--- src/rtl/rat_ckpt_ctrl_if.sv ---
// Rename/RAT/resolve signal bundle for the checkpoint-slot manager.
// The master drives rename groups, resolutions and flushes; the slave is the manager.
interface rat_ckpt_ctrl_if #(
    parameter int C_NUM = 2,
    parameter int ID_W  = $clog2(C_NUM)
);
    logic            ren_valid;
    logic            ren_br_1;
    logic            ren_br_2;
    logic            ren_ready;
    logic [ID_W-1:0] br_id_1;
    logic [ID_W-1:0] br_id_2;
    logic            take_checkpoint;
    logic            dual_branch;
    logic            instr_num;
    logic [ID_W-1:0] rat_current_id;
    logic            res_valid;
    logic [ID_W-1:0] res_id;
    logic            res_mispredict;
    logic            restore_rat;
    logic [ID_W-1:0] restore_id;
    logic            flush_all;
    logic [ID_W:0]   free_cnt;
    logic            ckpt_err;

    modport master (
        output ren_valid, ren_br_1, ren_br_2, rat_current_id,
               res_valid, res_id, res_mispredict, flush_all,
        input  ren_ready, br_id_1, br_id_2, take_checkpoint, dual_branch,
               instr_num, restore_rat, restore_id, free_cnt, ckpt_err
    );

    modport slave (
        input  ren_valid, ren_br_1, ren_br_2, rat_current_id,
               res_valid, res_id, res_mispredict, flush_all,
        output ren_ready, br_id_1, br_id_2, take_checkpoint, dual_branch,
               instr_num, restore_rat, restore_id, free_cnt, ckpt_err
    );
endinterface

--- src/rtl/rat_ckpt_ctrl.sv ---
// Checkpoint-slot manager for the rename-stage RAT: allocates checkpoint IDs to
// branches, retires resolved slots in order and sequences RAT restore on mispredict.
//
// state     | meaning
// ----------+-----------------------------------------------------------
// S_RUN     | normal operation, rename may allocate
// S_RESTORE | restore_rat pulse cycle, rename held
// S_DRAIN   | one settling cycle after restore, rename held
module rat_ckpt_ctrl #(
    parameter int C_NUM = 2
) (
    input logic            clk,
    input logic            rst_n,
    rat_ckpt_ctrl_if.slave bus
);
    localparam int ID_W = $clog2(C_NUM);
    localparam logic [ID_W:0] FULL = (ID_W+1)'(C_NUM);

    typedef enum logic [1:0] {S_RUN, S_RESTORE, S_DRAIN} state_t;

    state_t          state;
    logic [ID_W-1:0] tail;
    logic [ID_W-1:0] head;
    logic [ID_W-1:0] restore_id_q;
    logic [ID_W:0]   count;
    logic [C_NUM-1:0] live;
    logic            restore_q;
    logic            err_q;

    logic [1:0]       need;
    logic [ID_W:0]    free;
    logic [ID_W:0]    add;
    logic [ID_W+1:0]  count_sum;
    logic             mispredict;
    logic             ready;
    logic             alloc;
    logic             retire;
    logic             res_live;
    logic             mp_live;
    logic             ok_resolve;
    logic             res_bad;
    logic [ID_W-1:0]  span;
    logic [C_NUM-1:0] live_n;

    always_comb begin
        need       = {1'b0, bus.ren_br_1} + {1'b0, bus.ren_br_2};
        free       = FULL - count;
        mispredict = bus.res_valid & bus.res_mispredict;
        ready      = (state == S_RUN) & ~bus.flush_all & ~mispredict
                     & (free >= (ID_W+1)'(need));
        alloc      = bus.ren_valid & ready & (need != 2'd0);
        retire     = (count != '0) & ~live[head];
        res_live   = live[bus.res_id];
        mp_live    = ~bus.flush_all & mispredict & res_live;
        ok_resolve = ~bus.flush_all & bus.res_valid & ~bus.res_mispredict & res_live;
        res_bad    = ~bus.flush_all & bus.res_valid & ~res_live;
        add        = alloc ? (ID_W+1)'(need) : '0;
        // retire only fires with count > 0, so the difference never underflows
        count_sum  = (ID_W+2)'(count) + (ID_W+2)'(add) - (ID_W+2)'(retire);
        // span == 0 with a live res_id means the ring is full: every slot is younger-or-equal
        span       = tail - bus.res_id;

        live_n = live;
        if (bus.flush_all) begin
            live_n = '0;
        end else begin
            if (ok_resolve) begin
                live_n[bus.res_id] = 1'b0;
            end
            if (mp_live) begin
                for (int i = 0; i < C_NUM; i++) begin
                    if ((span == '0) || (ID_W'(ID_W'(i) - bus.res_id) < span)) begin
                        live_n[i] = 1'b0;
                    end
                end
            end
            if (alloc) begin
                live_n[tail] = 1'b1;
                if (need == 2'd2) begin
                    live_n[tail + ID_W'(1)] = 1'b1;
                end
            end
        end
    end

    always_ff @(posedge clk or negedge rst_n) begin
        if (!rst_n) begin
            state        <= S_RUN;
            tail         <= '0;
            head         <= '0;
            count        <= '0;
            live         <= '0;
            restore_q    <= 1'b0;
            restore_id_q <= '0;
            err_q        <= 1'b0;
        end else begin
            tail      <= tail + ID_W'(add);
            head      <= head + ID_W'(retire);
            count     <= count_sum[ID_W:0];
            live      <= live_n;
            restore_q <= mp_live;
            if (mp_live) begin
                restore_id_q <= bus.res_id;
            end
            err_q <= err_q | res_bad | (bus.rat_current_id != tail)
                     | (count_sum > (ID_W+2)'(FULL));

            if (bus.flush_all) begin
                state <= S_RUN;
            end else if (mp_live) begin
                state <= S_RESTORE;
            end else begin
                case (state)
                    S_RESTORE: state <= S_DRAIN;
                    S_DRAIN:   state <= S_RUN;
                    default:   state <= S_RUN;
                endcase
            end
        end
    end

    assign bus.ren_ready       = ready;
    assign bus.take_checkpoint = alloc;
    assign bus.dual_branch     = bus.ren_br_1 & bus.ren_br_2;
    assign bus.instr_num       = bus.ren_br_2 & ~bus.ren_br_1;
    assign bus.br_id_1         = tail;
    assign bus.br_id_2         = bus.ren_br_1 ? tail + ID_W'(1) : tail;
    assign bus.restore_rat     = restore_q;
    assign bus.restore_id      = restore_id_q;
    assign bus.free_cnt        = free;
    assign bus.ckpt_err        = err_q;
endmodule
--- src/flat_wrapper.sv ---
// flat-port wrapper written by rule: the top's interface ports become plain ports
module rat_ckpt_ctrl_flat 
#(
    parameter int C_NUM = 2
)
  (clk, rst_n, bus_ren_valid, bus_ren_br_1, bus_ren_br_2, bus_rat_current_id, bus_res_valid, bus_res_id, bus_res_mispredict, bus_flush_all, bus_ren_ready, bus_br_id_1, bus_br_id_2, bus_take_checkpoint, bus_dual_branch, bus_instr_num, bus_restore_rat, bus_restore_id, bus_free_cnt, bus_ckpt_err);
  rat_ckpt_ctrl_if #(.C_NUM(C_NUM)) bus_i ();
  input logic clk;
  input logic rst_n;
  input wire logic [$bits(bus_i.ren_valid)-1:0] bus_ren_valid;
  input wire logic [$bits(bus_i.ren_br_1)-1:0] bus_ren_br_1;
  input wire logic [$bits(bus_i.ren_br_2)-1:0] bus_ren_br_2;
  input wire logic [$bits(bus_i.rat_current_id)-1:0] bus_rat_current_id;
  input wire logic [$bits(bus_i.res_valid)-1:0] bus_res_valid;
  input wire logic [$bits(bus_i.res_id)-1:0] bus_res_id;
  input wire logic [$bits(bus_i.res_mispredict)-1:0] bus_res_mispredict;
  input wire logic [$bits(bus_i.flush_all)-1:0] bus_flush_all;
  output wire logic [$bits(bus_i.ren_ready)-1:0] bus_ren_ready;
  output wire logic [$bits(bus_i.br_id_1)-1:0] bus_br_id_1;
  output wire logic [$bits(bus_i.br_id_2)-1:0] bus_br_id_2;
  output wire logic [$bits(bus_i.take_checkpoint)-1:0] bus_take_checkpoint;
  output wire logic [$bits(bus_i.dual_branch)-1:0] bus_dual_branch;
  output wire logic [$bits(bus_i.instr_num)-1:0] bus_instr_num;
  output wire logic [$bits(bus_i.restore_rat)-1:0] bus_restore_rat;
  output wire logic [$bits(bus_i.restore_id)-1:0] bus_restore_id;
  output wire logic [$bits(bus_i.free_cnt)-1:0] bus_free_cnt;
  output wire logic [$bits(bus_i.ckpt_err)-1:0] bus_ckpt_err;
  assign bus_i.ren_valid = bus_ren_valid;
  assign bus_i.ren_br_1 = bus_ren_br_1;
  assign bus_i.ren_br_2 = bus_ren_br_2;
  assign bus_i.rat_current_id = bus_rat_current_id;
  assign bus_i.res_valid = bus_res_valid;
  assign bus_i.res_id = bus_res_id;
  assign bus_i.res_mispredict = bus_res_mispredict;
  assign bus_i.flush_all = bus_flush_all;
  assign bus_ren_ready = bus_i.ren_ready;
  assign bus_br_id_1 = bus_i.br_id_1;
  assign bus_br_id_2 = bus_i.br_id_2;
  assign bus_take_checkpoint = bus_i.take_checkpoint;
  assign bus_dual_branch = bus_i.dual_branch;
  assign bus_instr_num = bus_i.instr_num;
  assign bus_restore_rat = bus_i.restore_rat;
  assign bus_restore_id = bus_i.restore_id;
  assign bus_free_cnt = bus_i.free_cnt;
  assign bus_ckpt_err = bus_i.ckpt_err;
  rat_ckpt_ctrl #(.C_NUM(C_NUM)) u_core (.clk(clk), .rst_n(rst_n), .bus(bus_i));
endmodule
--- config.mk ---
export PLATFORM = sky130hd
export DESIGN_NAME = rat_ckpt_ctrl_flat
export DESIGN_NICKNAME = d
export VERILOG_FILES = /design/src/rtl/rat_ckpt_ctrl_if.sv /design/src/rtl/rat_ckpt_ctrl.sv /design/src/flat_wrapper.sv
export SDC_FILE = /design/constraint.sdc
export NUM_CORES = 1
export LEC_CHECK = 0
export CORE_AREA = 4 4 47 49
export CTS_BUF_LIST = sky130_fd_sc_hd__clkbuf_16
export DETAILED_ROUTE_END_ITERATION = 10
export DIE_AREA = 0 0 51 53
export PLACE_DENSITY = 0.78
export SLEW_MARGIN = 20
export SYNTH_ARGS = -nofsm -noshare
export SYNTH_HDL_FRONTEND = slang
export SYNTH_SLANG_ARGS = --single-unit
export TNS_END_PERCENT = 1
--- constraint.sdc ---
create_clock -name clk -period 2.68 [get_ports clk]
set_input_delay 0.67 -clock clk [delete_from_list [all_inputs] [get_ports clk]]
set_output_delay 0.67 -clock clk [all_outputs]
set_load 0.02 [all_outputs]
==> results.md, run 1 <==
* Reg area at roughly 280 µm²
* Die H at roughly 53 µm
* Failing checks: setup timing
* Final Hold Vio Count at 0
* Antenna violations before repair at 0
* Final GP Congestion at 0.7406
* Netlist cell types at 28
* Synth Area in Compound Gates at 0.1057
* Leading cell types in the layout, fill and taps excluded: buf_4 (16), clkdlybuf4s50_1 (15), dfrtp_1 (11)
* WHS Path Cells at 1
* DRC at 0
* CP Class: primary input to register
* Routed len/inst at between 10 and 15 µm
* CP required at 2.79 ns
* Mapped Area at about 720 µm²
* Clk Latency, worst-skew pair at 0.24 ns
* DIE WIDTH at ~51 µm
* Mux cell area share after synthesis at 0.01386
* Layout area overhead at 75.22%
* Crit path capture type: register
* Tcrit/Tclk final at 1.013
* LEAKAGE at about 0.59 nW
* Reg2Reg Launch Point: u_core.count[1]$_DFF_PN0_
* Setup TNS at -0.03480 ns
* Iteration-0 DRC count of the detailed router at 6
* Synthesized instance count at 76
* Hold Path Sink: u_core.state[1]$_DFF_PN0_
* CP cell instances: buf_12, inv_12, ha_4, ha_4, nand2b_4, a21oi_4, or2_1, inv_2, nand2_4, ha_4, inv_2, fa_1, a21oi_2, nand4_1
* Clock slew at reported path FFs at ~0.040 ns
* CTS Sinks at 11
* Most common cell after layout, fill and taps aside: buf_4
* H-tree depth at 1
* Multi-input gate area at between 400 and 500 µm²
* Syn_area_per_cell at approximately 9.5 µm²
* Drt total wl at between 2 and 2.5 mm
* Pwr dens at 987.7 mW/mm²
* Sequential area share after synthesis at 0.3813
* Synth Area in Simple Gates at 0.1664
* Synth warn at 0
* CP Launch Point: bus_ren_br_1
* Unrepaired setup endpoints after global routing: yes
* Max Slew Vio Count at 0
* Crit path DAT at 2.83 ns
* Pre-antenna DRT Iters at 4
* Total global routing overflow at 0
* Hpwl dp at between 1.5 and 2 mm
* Net count, final at about 140
* Clk_skew at 0.001216 ns
* Core ar. at 0.001862 mm²
* Hold Path Origin: u_core.state[1]$_DFF_PN0_
* Ant diodes at 0
* Synth Flop Type: dfrtp_1
* Global-route usage over all layers at 0.1815
* Synth Area in Adders at 0.2010
* Worst Tran Pin Value at between 0.5 and 0.6 ns
* Min Tclk post-route at between 2 and 3 ns
* Post-synth EDFFs at 0
* Max VDD drop at just under 0.6 mV
* Initial Util at 0.3878
* FILL cells at ~150
* Final WS setup at -0.03480 ns
* Critical path launch point type: primary input
* Syn_nets at 97
* Status: complete, but fails checks
* Max_slew headroom at 0.6557
* IO Port Bufs at 20
* Async S/R FF share, synth at 1.000
* Layout cell share with drive strength beyond 1 at 0.3391
* Ports at 21
* Worst-path fanout max at 3
* Root Buffer: clkbuf_16
* Worst r2r path cells at 13
* R2r setup slk at approximately 0.07 ns
* Final setup violation count at 1
* DR vias at between 600 and 700
* CP max stage delay at around 0.49 ns
* Vias/cell at ~4.9
* Max_cap viols at 0
* CTS tree: done
* XOR/XNOR Fraction of Synth Area at 0.04853
* First-pass GRT wire length at roughly 3.5 mm
* ANT nets after route at 0
* Register bit count reported by yosys at 11
* Largest family of logic cells by synthesized area: adder cells
* Largest net degree at the start of global routing at 12
* Total die area at between 0.002 and 0.003 mm²
* Most frequent CP cell: ha_4
* Clock tree buffer depth at 2
* Hold_ws at between 0.4 and 0.5 ns
* Clock buffer count from CTS at 3
* Min-Delay Path Class: register to register
* Fmax at 0.3684 GHz
* FP Rows at 16
* Vias in the first global route at about 750
* Reg2reg end: u_core.bus.ckpt_err$_DFF_PN0_
* Slowest stage cell on the critical path: fa_1
==> sequential cells by signal (all words and copies together), names as in the netlist <==
| register | cells |
|---|---|
| u_core.bus.ckpt_err | 1 |
| u_core.state | 2 |
| u_core.bus.restore_id | 1 |
| u_core.bus.restore_rat | 1 |
| u_core.count | 2 |
| u_core.bus.br_id_1 | 1 |
| u_core.live | 2 |
| u_core.head | 1 |
==> metal layers <==
metal  share of wire  up-vias  GRT usage
met4           0.032        0     0.1345
met5               0        -          0
met2            0.57       19     0.3519
met3           0.029        5   0.002817
met1            0.36      341     0.1853
li1                -      328          -
==> synthesized netlist by cell type, types with 2 or more instances <==
library cell	instances	area, µm²
xnor2_1	3	26.28
nand3_1	2	10.01
dfrtp_1	11	275.3
nor2_1	7	26.28
a21oi_1	3	15.01
inv_1	14	52.55
a31oi_1	2	12.51
nand2_1	5	18.77
ha_1	10	125.1
==> per-stage QoR <==
stage	area, µm²	power (W)	utilization	instances	setup WS [ns]
3_5_place_dp	1105	0.0008893	0.5934	132	-0.8927
3_3_place_gp	1105	0.0008657	0.5934	132	-0.8497
5_1_grt	1265	0.001326	0.6794	142	-0.1189
4_1_cts	1231	0.001226	0.6613	140	-0.1118
2_1_floorplan	790.8	0.0006430	-	76	-0.1868
6_report	1265	0.001249	0.6794	142	-0.03480
==> layout make-up <==
cell class | count | share of cell area
Sequential cell | 11 | 0.2176
Clock inverter | 1 | 0.002967
Timing Repair Buffer | 36 | 0.2611
Multi-Input combinational cell | 50 | 0.3788
Clock buffer | 3 | 0.05935
Inverter | 14 | 0.05341
Tap cell | 27 | 0.02671
==> worst max-delay path: cells and delay by family <==
family                   cells  cell delay [ns]
adder cells (fa/ha/maj)      4             1.22
AND/OR/NAND/NOR              4             0.47
buffers and inverters        4             0.24
AO/OA/AOI/OAI                2             0.21
==> worst max-delay path by stage <==
stage / endpoint / slack [ns] / depth (start not counted)
final: u_core.bus.ckpt_err$_DFF_PN0_ / -0.03 / 14
after global routing: u_core.bus.ckpt_err$_DFF_PN0_ / -0.12 / 14
after CTS: u_core.bus.ckpt_err$_DFF_PN0_ / -0.11 / 15
after detailed placement: bus_take_checkpoint / -0.89 / 10
after global placement: bus_take_checkpoint / -0.85 / 10
after floorplan: u_core.bus.ckpt_err$_DFF_PN0_ / -0.19 / 13
==> power breakdown <==
group          switching, W  internal, W  leakage [nW]  total, W
Clock             0.0000756     0.000196        0.0423  0.000272
Sequential        0.0000462     0.000211         0.138  0.000257
Combinational      0.000360     0.000361         0.410  0.000721
==> repair_timing <==
action,in CTS,in global routing
gates resized for setup,22,10
gates cloned,0,0
setup endpoints to repair,7,3
setup buffers,4,3
pin swaps,11,10
hold buffers,0,0
==> kinds of logic after synthesis <==
kind of cell	Yosys count
simple gates	22
flops	11
mux	1
buf+inv	15
xor+xnor	4
fa+ha+maj	11
compound gates	12
No activity file was read; power rests on OpenSTA's default activity.
==> inputs of run 2 (changes only) <==
--- a/constraint.sdc
+++ b/constraint.sdc
@@ -3,2 +3,2 @@
 set_output_delay 0.67 -clock clk [all_outputs]
-set_load 0.02 [all_outputs]
+set_load 0.1 [all_outputs]
==> run 2 against run 1 <==
Against the previous run: the flow still finishes with violations (setup timing); first-iteration DRC count decreased by 17%; design area increased by 4.9%; combinational power increased by 57%; flip-flop and latch count unchanged; clock power increased by 2%; largest cell class unchanged.
==> results.md, run 2 (same netlist as run 1, synthesis figures left out) <==
* Final WS setup at -0.02603 ns
* Pre-antenna DRT Iters at 4
* NetSw at roughly 0.00082 W
* Ant diodes at 0
* M1 GR Usage at 0.1889
* Die H at around 53 µm
* Final GP Congestion at around 0.73
* H-tree depth at 1
* FILL cells at between 100 and 150
* Layout cell share with drive strength beyond 1 at 0.4569
* Initial Util at 0.3878
* DIE WIDTH at 51 µm
* CP Class: primary input to register
* Clock slew at reported path FFs at around 0.04 ns
* Worst r2r path cells at 13
* Final setup violation count at 2
* Largest regs: u_core.count x2, u_core.live x2, u_core.state x2
* Root Buffer: clkbuf_16
* Clk_skew at 0.004129 ns
* CTS Sinks at 11
* Clk Latency, worst-skew pair at 0.24 ns
* DR vias at roughly 680
* Post-CTS Hold Buffers at 0
* Antenna violations before repair at 0
* Hpwl dp at around 1.4 mm
* WHS Path Cells at 1
* Ports at 21
* Total global routing overflow at 0
* Crit path DAT at approximately 2.8 ns
* LEAKAGE at 0.5981 nW
* Comb pwr share at 0.679
* Tcrit/Tclk final at 1.010
* Crit path capture type: register
* Worst Tran Pin Value at roughly 0.5 ns
* Max_cap viols at 0
* Routing usage on met2 at 0.2961
* Status: complete, but fails checks
* Final Hold Vio Count at 0
* Sequential power share at 0.154
* DRC at 0
* First-pass GRT wire length at 3.325 mm
* Drt total wl at ~2 mm
* Switching portion of total power at 0.4973
* Final core area utilization at 0.7130
* Clock buffer count from CTS at 3
* FP Rows at 16
* Met3 GRT Util at 0.04225
* Pwr dens at between 1000 and 1500 mW/mm²
* Largest net degree at the start of global routing at 12
* Clock tree buffer depth at 2
* Min-Delay Path Class: register to register
* Hold_ws at ~0.47 ns
* Placement Setup Slack at -0.8754 ns
* Vias in the first global route at ~760
* Critical path launch point type: primary input
* Max_slew headroom at 0.6692
* Failing checks: setup timing
* IO Port Bufs at 20
* Routed len/inst at between 10 and 15 µm
* Layout area overhead at 83.88%
* Leading cell types in the layout, fill and taps excluded: buf_4 (22), dfrtp_1 (11), inv_1 (9)
* Fmax at approximately 0.37 GHz
* Power share of the clock group at 0.167
* Net count, final at around 140
* CP required at 2.80 ns
* Min Tclk post-route at about 2.7 ns
* Iteration-0 DRC count of the detailed router at 5
* Global-route usage over all layers at 0.1702
* Pwr Total at approximately 0.0017 W
* ANT nets after route at 0
* Unrepaired setup endpoints after global routing: yes
* Most common cell after layout, fill and taps aside: buf_4
* CTS tree: done
* Pint at approximately 0.00083 W
* Max Slew Vio Count at 0
* Max VDD drop at around 1.3 mV
* Worst-path fanout max at 2
* Total die area at roughly 0.0027 mm²
* Core ar. at 0.001862 mm²
* Busiest grt layer: met2
* Vias/cell at about 4.8
==> run 2: cell count changes in the layout (fill, tap and decap cells not counted), sizes merged <==
cell / previous run / this run
buf: 20 / 30
clkinv: 0 / 1
clkdlybuf4s50: 15 / 6
clkinvlp: 0 / 2
inv: 15 / 12
==> run 2: layer usage <==
metal,vias to the layer above,wire (µm)
met3,5,88
met4,0,51
li1,334,-
met5,-,0
met1,324,802
met2,21,1008
==> run 2: final timing paths <==
kind	startpoint	end	slack, ns
max	bus_ren_br_1	u_core.bus.ckpt_err$_DFF_PN0_	-0.03
min	u_core.state[1]$_DFF_PN0_	u_core.state[1]$_DFF_PN0_	0.47
max reg2reg	u_core.count[1]$_DFF_PN0_	u_core.bus.ckpt_err$_DFF_PN0_	0.02
min reg2reg	u_core.state[1]$_DFF_PN0_	u_core.state[1]$_DFF_PN0_	0.47
max in group asynchronous	rst_n	u_core.bus.restore_rat$_DFF_PN0_	1.58
min in group asynchronous	rst_n	u_core.live[1]$_DFF_PN0_	0.76
==> run 2: cell type report <==
cell class                      instances  area, µm²  area share
Timing Repair Buffer                   37      379.1      0.2856
Multi-Input combinational cell         50      491.7      0.3704
Inverter                               14      67.56     0.05090
Sequential cell                        11      275.3      0.2074
Tap cell                               27      33.78     0.02545
Clock inverter                          1      5.005    0.003770
Clock buffer                            3      75.07     0.05655
==> run 2: repair_timing <==
action / CTS / global route
pin swaps: 11 / 8
endpoints found under the hold margin: 0 / 0
gates resized for setup: 19 / 7
endpoints found under the setup margin: 4 / 2
buffers inserted: 2 / 3
==> run 2: critical path: stages <==
cell        delay [ns]
buf_8             0.10
inv_6             0.05
ha_4              0.20
ha_4              0.25
nand2b_4          0.11
a21oi_4           0.05
or2_4             0.24
clkinvlp_4        0.08
nand2_2           0.06
ha_4              0.26
inv_2             0.03
fa_1              0.49
a21oi_2           0.14
nand4_1           0.09
==> run 2: per-stage QoR <==
stage               std cells   TNS, ns  area, µm²
floorplan                  76    -2.476      783.3
global placement          134    -2.408       1135
detailed placement        134    -2.748       1135
CTS                       140  -0.08800       1279
global route              143   -0.1818       1328
finish                    143  -0.05038       1328
==> run 2: power by group through the flow <==
stage                     combinational (W)  clock (W)  sequential (W)
after floorplan                    0.000704          0        0.000309
after global placement              0.00103          0        0.000255
after detailed placement            0.00105          0        0.000257
after CTS                           0.00110   0.000283        0.000255
after global routing                0.00120   0.000295        0.000264
final                               0.00113   0.000278        0.000255
